===== src/rtl/packet_cutter_ctrl.sv =====
// Converts snap-length requests into packet_cutter cut_* settings and applies them only at a packet boundary.
// Optional macro PACKET_CUTTER_CTRL_STATS_EN adds stat_cfg_applied / stat_pkts_held counters.
module packet_cutter_ctrl #(
  parameter int C_S_AXI_DATA_WIDTH  = 32,
  parameter int C_M_AXIS_DATA_WIDTH = 256,
  parameter int MIN_CUT_BYTES       = 64,
  parameter int MAX_CUT_BYTES       = 9600
) (
  input  logic                          axi_aclk,
  input  logic                          axi_reset,
  input  logic                          cfg_wr,
  input  logic                          cfg_cut_en,
  input  logic [15:0]                   cfg_cut_bytes,
  output logic                          cfg_busy,
  output logic                          cfg_ack,
  output logic                          cfg_err,
  input  logic                          mon_tvalid,
  input  logic                          mon_tready,
  input  logic                          mon_tlast,
  output logic                          cut_en,
  output logic [C_S_AXI_DATA_WIDTH-1:0] cut_words,
  output logic [C_S_AXI_DATA_WIDTH-1:0] cut_offset,
  output logic [C_S_AXI_DATA_WIDTH-1:0] cut_bytes
`ifdef PACKET_CUTTER_CTRL_STATS_EN
  ,
  output logic [31:0]                   stat_cfg_applied,
  output logic [15:0]                   stat_pkts_held
`endif
);

  localparam int BPW = C_M_AXIS_DATA_WIDTH / 8;
  localparam int DW  = C_S_AXI_DATA_WIDTH;

  typedef enum logic [1:0] {
    ST_IDLE     = 2'd0,
    ST_CALC     = 2'd1,
    ST_WAIT_BND = 2'd2
  } state_t;

  state_t r_state;
  state_t w_state_nxt;

  logic          r_in_pkt;
  logic          w_in_pkt_nxt;
  logic          w_boundary;
  logic          w_beat;

  logic          w_accept;
  logic          w_reject;
  logic          w_load;
  logic          w_clip;

  logic          r_req_en;
  logic [15:0]   r_req_bytes;

  logic [DW-1:0] r_sh_words;
  logic [DW-1:0] r_sh_offset;
  logic [DW-1:0] r_sh_bytes;

  logic [15:0]   w_len;
  logic [15:0]   w_nwords;
  logic [15:0]   w_valid;
  logic [15:0]   w_shamt;
  logic [BPW-1:0] w_mask;
  logic [DW-1:0] w_sh_words;
  logic [DW-1:0] w_sh_offset;
  logic [DW-1:0] w_sh_bytes;

  logic          r_cfg_busy;
  logic          r_cfg_ack;
  logic          r_cfg_err;
  logic          r_cut_en;
  logic [DW-1:0] r_cut_words;
  logic [DW-1:0] r_cut_offset;
  logic [DW-1:0] r_cut_bytes;

  function automatic logic [15:0] f_clamp(input logic [15:0] b);
    if (b < 16'(MIN_CUT_BYTES))
      return 16'(MIN_CUT_BYTES);
    else if (b > 16'(MAX_CUT_BYTES))
      return 16'(MAX_CUT_BYTES);
    else
      return b;
  endfunction

  // A tlast beat closes the packet in the same cycle, so that cycle is already a boundary.
  assign w_beat       = mon_tvalid & mon_tready;
  assign w_in_pkt_nxt = w_beat ? ~mon_tlast : r_in_pkt;
  assign w_boundary   = ~w_in_pkt_nxt;

  assign w_clip = (cfg_cut_bytes < 16'(MIN_CUT_BYTES)) || (cfg_cut_bytes > 16'(MAX_CUT_BYTES));

  always_comb begin
    w_state_nxt = r_state;
    w_accept    = 1'b0;
    w_reject    = 1'b0;
    w_load      = 1'b0;
    case (r_state)
      ST_IDLE: begin
        if (cfg_wr) begin
          w_accept    = 1'b1;
          w_state_nxt = ST_CALC;
        end
      end
      ST_CALC: begin
        w_reject    = cfg_wr;
        w_state_nxt = ST_WAIT_BND;
      end
      ST_WAIT_BND: begin
        w_reject = cfg_wr;
        if (w_boundary) begin
          w_load      = 1'b1;
          w_state_nxt = ST_IDLE;
        end
      end
      default: w_state_nxt = ST_IDLE;
    endcase
  end

  // Clamp guarantees at least two words, so nwords-2 cannot underflow and valid is 1..BPW.
  always_comb begin
    w_len       = f_clamp(r_req_bytes);
    w_nwords    = (w_len + 16'(BPW - 1)) / 16'(BPW);
    w_valid     = w_len - 16'(BPW) * (w_nwords - 16'd1);
    w_shamt     = 16'(BPW) - w_valid;
    w_mask      = {BPW{1'b1}} << w_shamt;
    w_sh_offset = '0;
    w_sh_offset[BPW-1:0] = w_mask;
    w_sh_words  = DW'(w_nwords - 16'd2);
    w_sh_bytes  = DW'(w_len);
  end

  always_ff @(posedge axi_aclk or posedge axi_reset) begin
    if (axi_reset) begin
      r_state      <= ST_IDLE;
      r_in_pkt     <= 1'b0;
      r_req_en     <= 1'b0;
      r_req_bytes  <= '0;
      r_sh_words   <= '0;
      r_sh_offset  <= '1;
      r_sh_bytes   <= '0;
      r_cfg_busy   <= 1'b0;
      r_cfg_ack    <= 1'b0;
      r_cfg_err    <= 1'b0;
      r_cut_en     <= 1'b0;
      r_cut_words  <= '0;
      r_cut_offset <= '1;
      r_cut_bytes  <= '0;
    end else begin
      r_state   <= w_state_nxt;
      r_in_pkt  <= w_in_pkt_nxt;
      r_cfg_ack <= w_load;
      // Clip error is flagged on acceptance so it is visible during CALC.
      r_cfg_err <= w_reject | (w_accept & w_clip);
      if (w_accept) begin
        r_req_en    <= cfg_cut_en;
        r_req_bytes <= cfg_cut_bytes;
        r_cfg_busy  <= 1'b1;
      end
      if (r_state == ST_CALC) begin
        r_sh_words  <= w_sh_words;
        r_sh_offset <= w_sh_offset;
        r_sh_bytes  <= w_sh_bytes;
      end
      if (w_load) begin
        r_cfg_busy   <= 1'b0;
        r_cut_en     <= r_req_en;
        r_cut_words  <= r_sh_words;
        r_cut_offset <= r_sh_offset;
        r_cut_bytes  <= r_sh_bytes;
      end
    end
  end

  assign cfg_busy   = r_cfg_busy;
  assign cfg_ack    = r_cfg_ack;
  assign cfg_err    = r_cfg_err;
  assign cut_en     = r_cut_en;
  assign cut_words  = r_cut_words;
  assign cut_offset = r_cut_offset;
  assign cut_bytes  = r_cut_bytes;

`ifdef PACKET_CUTTER_CTRL_STATS_EN
  logic [31:0] r_stat_applied;
  logic [15:0] r_stat_held;

  always_ff @(posedge axi_aclk or posedge axi_reset) begin
    if (axi_reset) begin
      r_stat_applied <= '0;
      r_stat_held    <= '0;
    end else begin
      if (w_load)
        r_stat_applied <= r_stat_applied + 32'd1;
      if ((r_state == ST_WAIT_BND) && w_beat && mon_tlast)
        r_stat_held <= r_stat_held + 16'd1;
    end
  end

  assign stat_cfg_applied = r_stat_applied;
  assign stat_pkts_held   = r_stat_held;
`endif

endmodule


===== config.mk =====
export PLATFORM = sky130hd
export DESIGN_NAME = packet_cutter_ctrl
export DESIGN_NICKNAME = d
export VERILOG_FILES = /design/src/rtl/packet_cutter_ctrl.sv
export SDC_FILE = /design/constraint.sdc
export NUM_CORES = 1
export LEC_CHECK = 0
export BUFFER_PORTS_ARGS = -buffer_cell sky130_fd_sc_hd__buf_2
export CORE_UTILIZATION = 45
export CTS_CLUSTER_DIAMETER = 30
export DETAILED_ROUTE_END_ITERATION = 8
export PLACE_DENSITY_LB_ADDON = 0.15
export SYNTH_ARGS = -nofsm -noshare
export SYNTH_HDL_FRONTEND = slang
export SYNTH_SLANG_ARGS = --single-unit

===== constraint.sdc =====
create_clock -name axi_aclk -period 6.69 [get_ports axi_aclk]
set_clock_uncertainty 0.05 [all_clocks]
set_input_delay 0.3345 -clock axi_aclk [delete_from_list [all_inputs] [get_ports axi_aclk]]
set_output_delay 0.3345 -clock axi_aclk [all_outputs]
set_load 0.005 [all_outputs]

==> flow_metrics.tcl <==
set metrics [dict create \
    p_comb_share_pct 52.9 \
    synth_edf_count 0 \
    grt_max_degree 104 \
    synth_flop_cell "dfrtp_1" \
    relSlewSlack_pct 37.5 \
    syn_area_um2 7630 \
    viasPerCell 5.27 \
    syn2layout_area_growth_pct 15.5 \
    gr-usage-all-layers_pct 21.0 \
    clock.fmax_mhz 160 \
    ys_top_cells_by_count "134 x nand2_1, 80 x dfrtp_1, 66 x o21ai_0, 64 x dfstp_2, 57 x inv_1" \
    clock_power_share_pct 19.1 \
    synth_most_common_cell "nand2_1" \
    routedWlPerCell_um 15.7 \
    critical_path_class "register to register" \
    setup_viol 0 \
    hold_class "input port to register" \
    synth_top_cell_by_area "dfrtp_1" \
    p_sw_share_pct 43.5 \
    min_period_ns 6.24 \
    crit_arrival_ns 6.52 \
    htreeDepth 4 \
    routed_wl_mm 17.4 \
    ys_ff_latch 144 \
    fin_nets 930 \
    core_um2 16600 \
    startpoint_type "register" \
    tightest_slew_ns 0.938 \
    slowest_delay_ns 0.58 \
    dieArea_um2 17500 \
    cp_top_family "simple AND/OR/NAND/NOR gates" \
    worst_ir_drop_vdd_uv 263 \
    syn_inst 805 \
    async_flop_share_pct 100 \
    holdPathStages 2 \
    leakage_nw 3.93 \
    fin_crit_sh_pct 93.3 \
    r2r-end "r_sh_offset[27]" \
    min_from "mon_tlast" \
    cts.sinks 144 \
    grt_pass1_vias 5518 \
    rsz0062_at_grt "false" \
    p_seq_share_pct 28.0 \
    drive_above_1_share_pct 30.0 \
    path_buf_inv 2 \
    yosysWarnings 0 \
    num_io_pins 123 \
    synth_top_area_share_pct 26.3 \
    final_util_pct 53.1 \
    hold_end "r_in_pkt" \
    dr.pass1.iters 5 \
    port-buffer-count 106 \
    yosysSeqAreaShare_pct 48.3 \
    ff2ff_path_depth 26 \
    tns_ns 0 \
    cts_tree "done" \
    cts-root-buf "clkbuf_16" \
    gp_congestion 0.917 \
    p_switching_mw 2.18 \
    hold_viol_final 0 \
    cap_violations 0 \
    start_util_pct 46.0 \
    die-height_um 132 \
    clk_pin_slew_worst_paths_ns 0.06 \
    synthTopCellsByArea "dfrtp_1 26%, dfstp_2 22%, nand2_1 6.6%" \
    powerDensity_nw_per_um2 568 \
    dr.first_iter.drc_count 355 \
    synth_cell_type_count 62 \
    reg2reg_from "r_req_bytes[6]" \
    end_kind "register" \
    cp_slowest_cell "or4b_4" \
    antenna_found_initial 0 \
    r2r_setup_slack_ns 0.45 \
    grt_pass1_wl_mm 28.9 \
    grt-ovfl-total 0 \
    fp.dieW_um 132 \
    p_int_mw 2.82 \
    cts_made_buffers 17 \
    dpl.hpwl_mm 12.7 \
    drc 0 \
    avgSynthCellArea_um2 9.47 \
    slew_viol_final 0 \
    num_rows 47 \
    crit_fanout 32 \
    vias 5854 \
    outcome "completed" \
    ant_nets 0 \
    total_power_mw 5.00 \
    clock_path_buffers 2 \
    cpMostUsedCell "nand2_1" \
    clk_latency_ns 0.42 \
    cp_data_required_time_ns 6.97 \
    diodes 0 \
]
layout make-up:
type	count	area, µm²
inverter	57	219
tap	220	275
timing repair buffer	120	642
fill	1539	7780
clock buffer	20	468
multi-input combinational	538	3390
clock inverter	12	130
sequential	144	3690
how the worst max path moves through the flow:
stage	from	end	slack (ns)	depth (start not counted)
after detailed placement	r_req_bytes[9]	r_sh_offset[28]	0.07	26
final	r_req_bytes[6]	r_sh_offset[27]	0.45	26
after global routing	r_req_bytes[6]	r_sh_offset[27]	0.02	26
after global placement	r_req_bytes[9]	r_sh_offset[29]	0.37	26
after CTS	r_req_bytes[9]	r_sh_offset[28]	0.05	26
after floorplan	r_req_bytes[11]	r_sh_offset[25]	0.16	29
per-stage QoR:
step | setup slack, ns | hold WS (ns) | area (µm²) | cells
global placement | 0.372 | 0.392 | 8150 | 1077
floorplan | 0.156 | 0.381 | 7690 | 820
detailed placement | 0.0679 | 0.401 | 8150 | 1077
finish | 0.449 | 0.0941 | 8810 | 1111
global route | 0.0171 | 0.0912 | 8810 | 1111
CTS | 0.0497 | 0.0744 | 8750 | 1110
state kept, by name, indices dropped and copies added, names as in the netlist, 2 cells and up:
signal,cells
r_sh_bytes,16
r_state,2
r_sh_offset,32
cut_words,12
cut_bytes,16
r_req_bytes,16
r_sh_words,12
cut_offset,32
cells by family (layout without fill, tap and decap cells):
| group | Yosys count | in the layout | share of synthesized area [%] |
|---|---|---|---|
| AND/OR/NAND/NOR | 254 | 254 | 15.4 |
| AO/OA/AOI/OAI | 195 | 195 | 17.0 |
| flip-flops | 144 | 144 | 48.3 |
| buffers and inverters | 138 | 209 | 8.74 |
| adder cells (fa/ha/maj) | 29 | 29 | 4.76 |
| multiplexers | 26 | 26 | 3.79 |
| XOR/XNOR | 17 | 17 | 1.95 |
| other | 2 | 17 | 0.0985 |
per-layer routing:
metal	global-route usage, %	vias to the layer above	wire length [µm]	part of all wire (%)
met3	4.27	26	987	5.7
met5	0	-	0	0
li1	-	2874	-	-
met2	30.2	192	7500	43
met1	31.1	2762	8650	50
met4	7.66	0	299	1.7
timing repair:
| item | 4_1_cts | 5_1_grt |
|---|---|---|
| gates resized for setup | 0 | 12 |
| endpoints found under the hold margin | 66 | 0 |
| hold buffers | 1 | 0 |
| endpoints found under the setup margin | 0 | 32 |
| buffers inserted | 0 | 1 |
layout by cell type (no fill, tap or decap), types with 4 or more instances in the layout:
master,n
a211oi_1,4
a21o_1,6
a21oi_1,38
a31oi_1,7
and3_1,4
and4_1,4
buf_2,106
buf_4,12
clkbuf_16,18
clkinv_2,4
conb_1,17
dfrtp_1,78
dfstp_2,64
ha_1,27
inv_1,56
mux2_2,23
nand2_1,134
nand2b_1,5
nand3_1,18
nand4_1,8
nor2_1,38
nor2b_1,8
nor3_1,9
o211ai_1,8
o21a_1,5
o21ai_0,66
o221ai_1,4
o22ai_1,18
o31ai_1,4
o32ai_1,7
o32ai_2,8
or3_1,5
xnor2_1,10
xor2_1,7
power by group through the flow:
stage	logic, mW	clock network, mW	registers, mW
2_1_floorplan	1.92	0	1.35
3_3_place_gp	2.58	0	1.39
3_5_place_dp	2.58	0	1.41
4_1_cts	2.60	0.981	1.39
5_1_grt	2.94	1.01	1.44
6_report	2.65	0.955	1.40
Power figures use the tool's default switching activity.
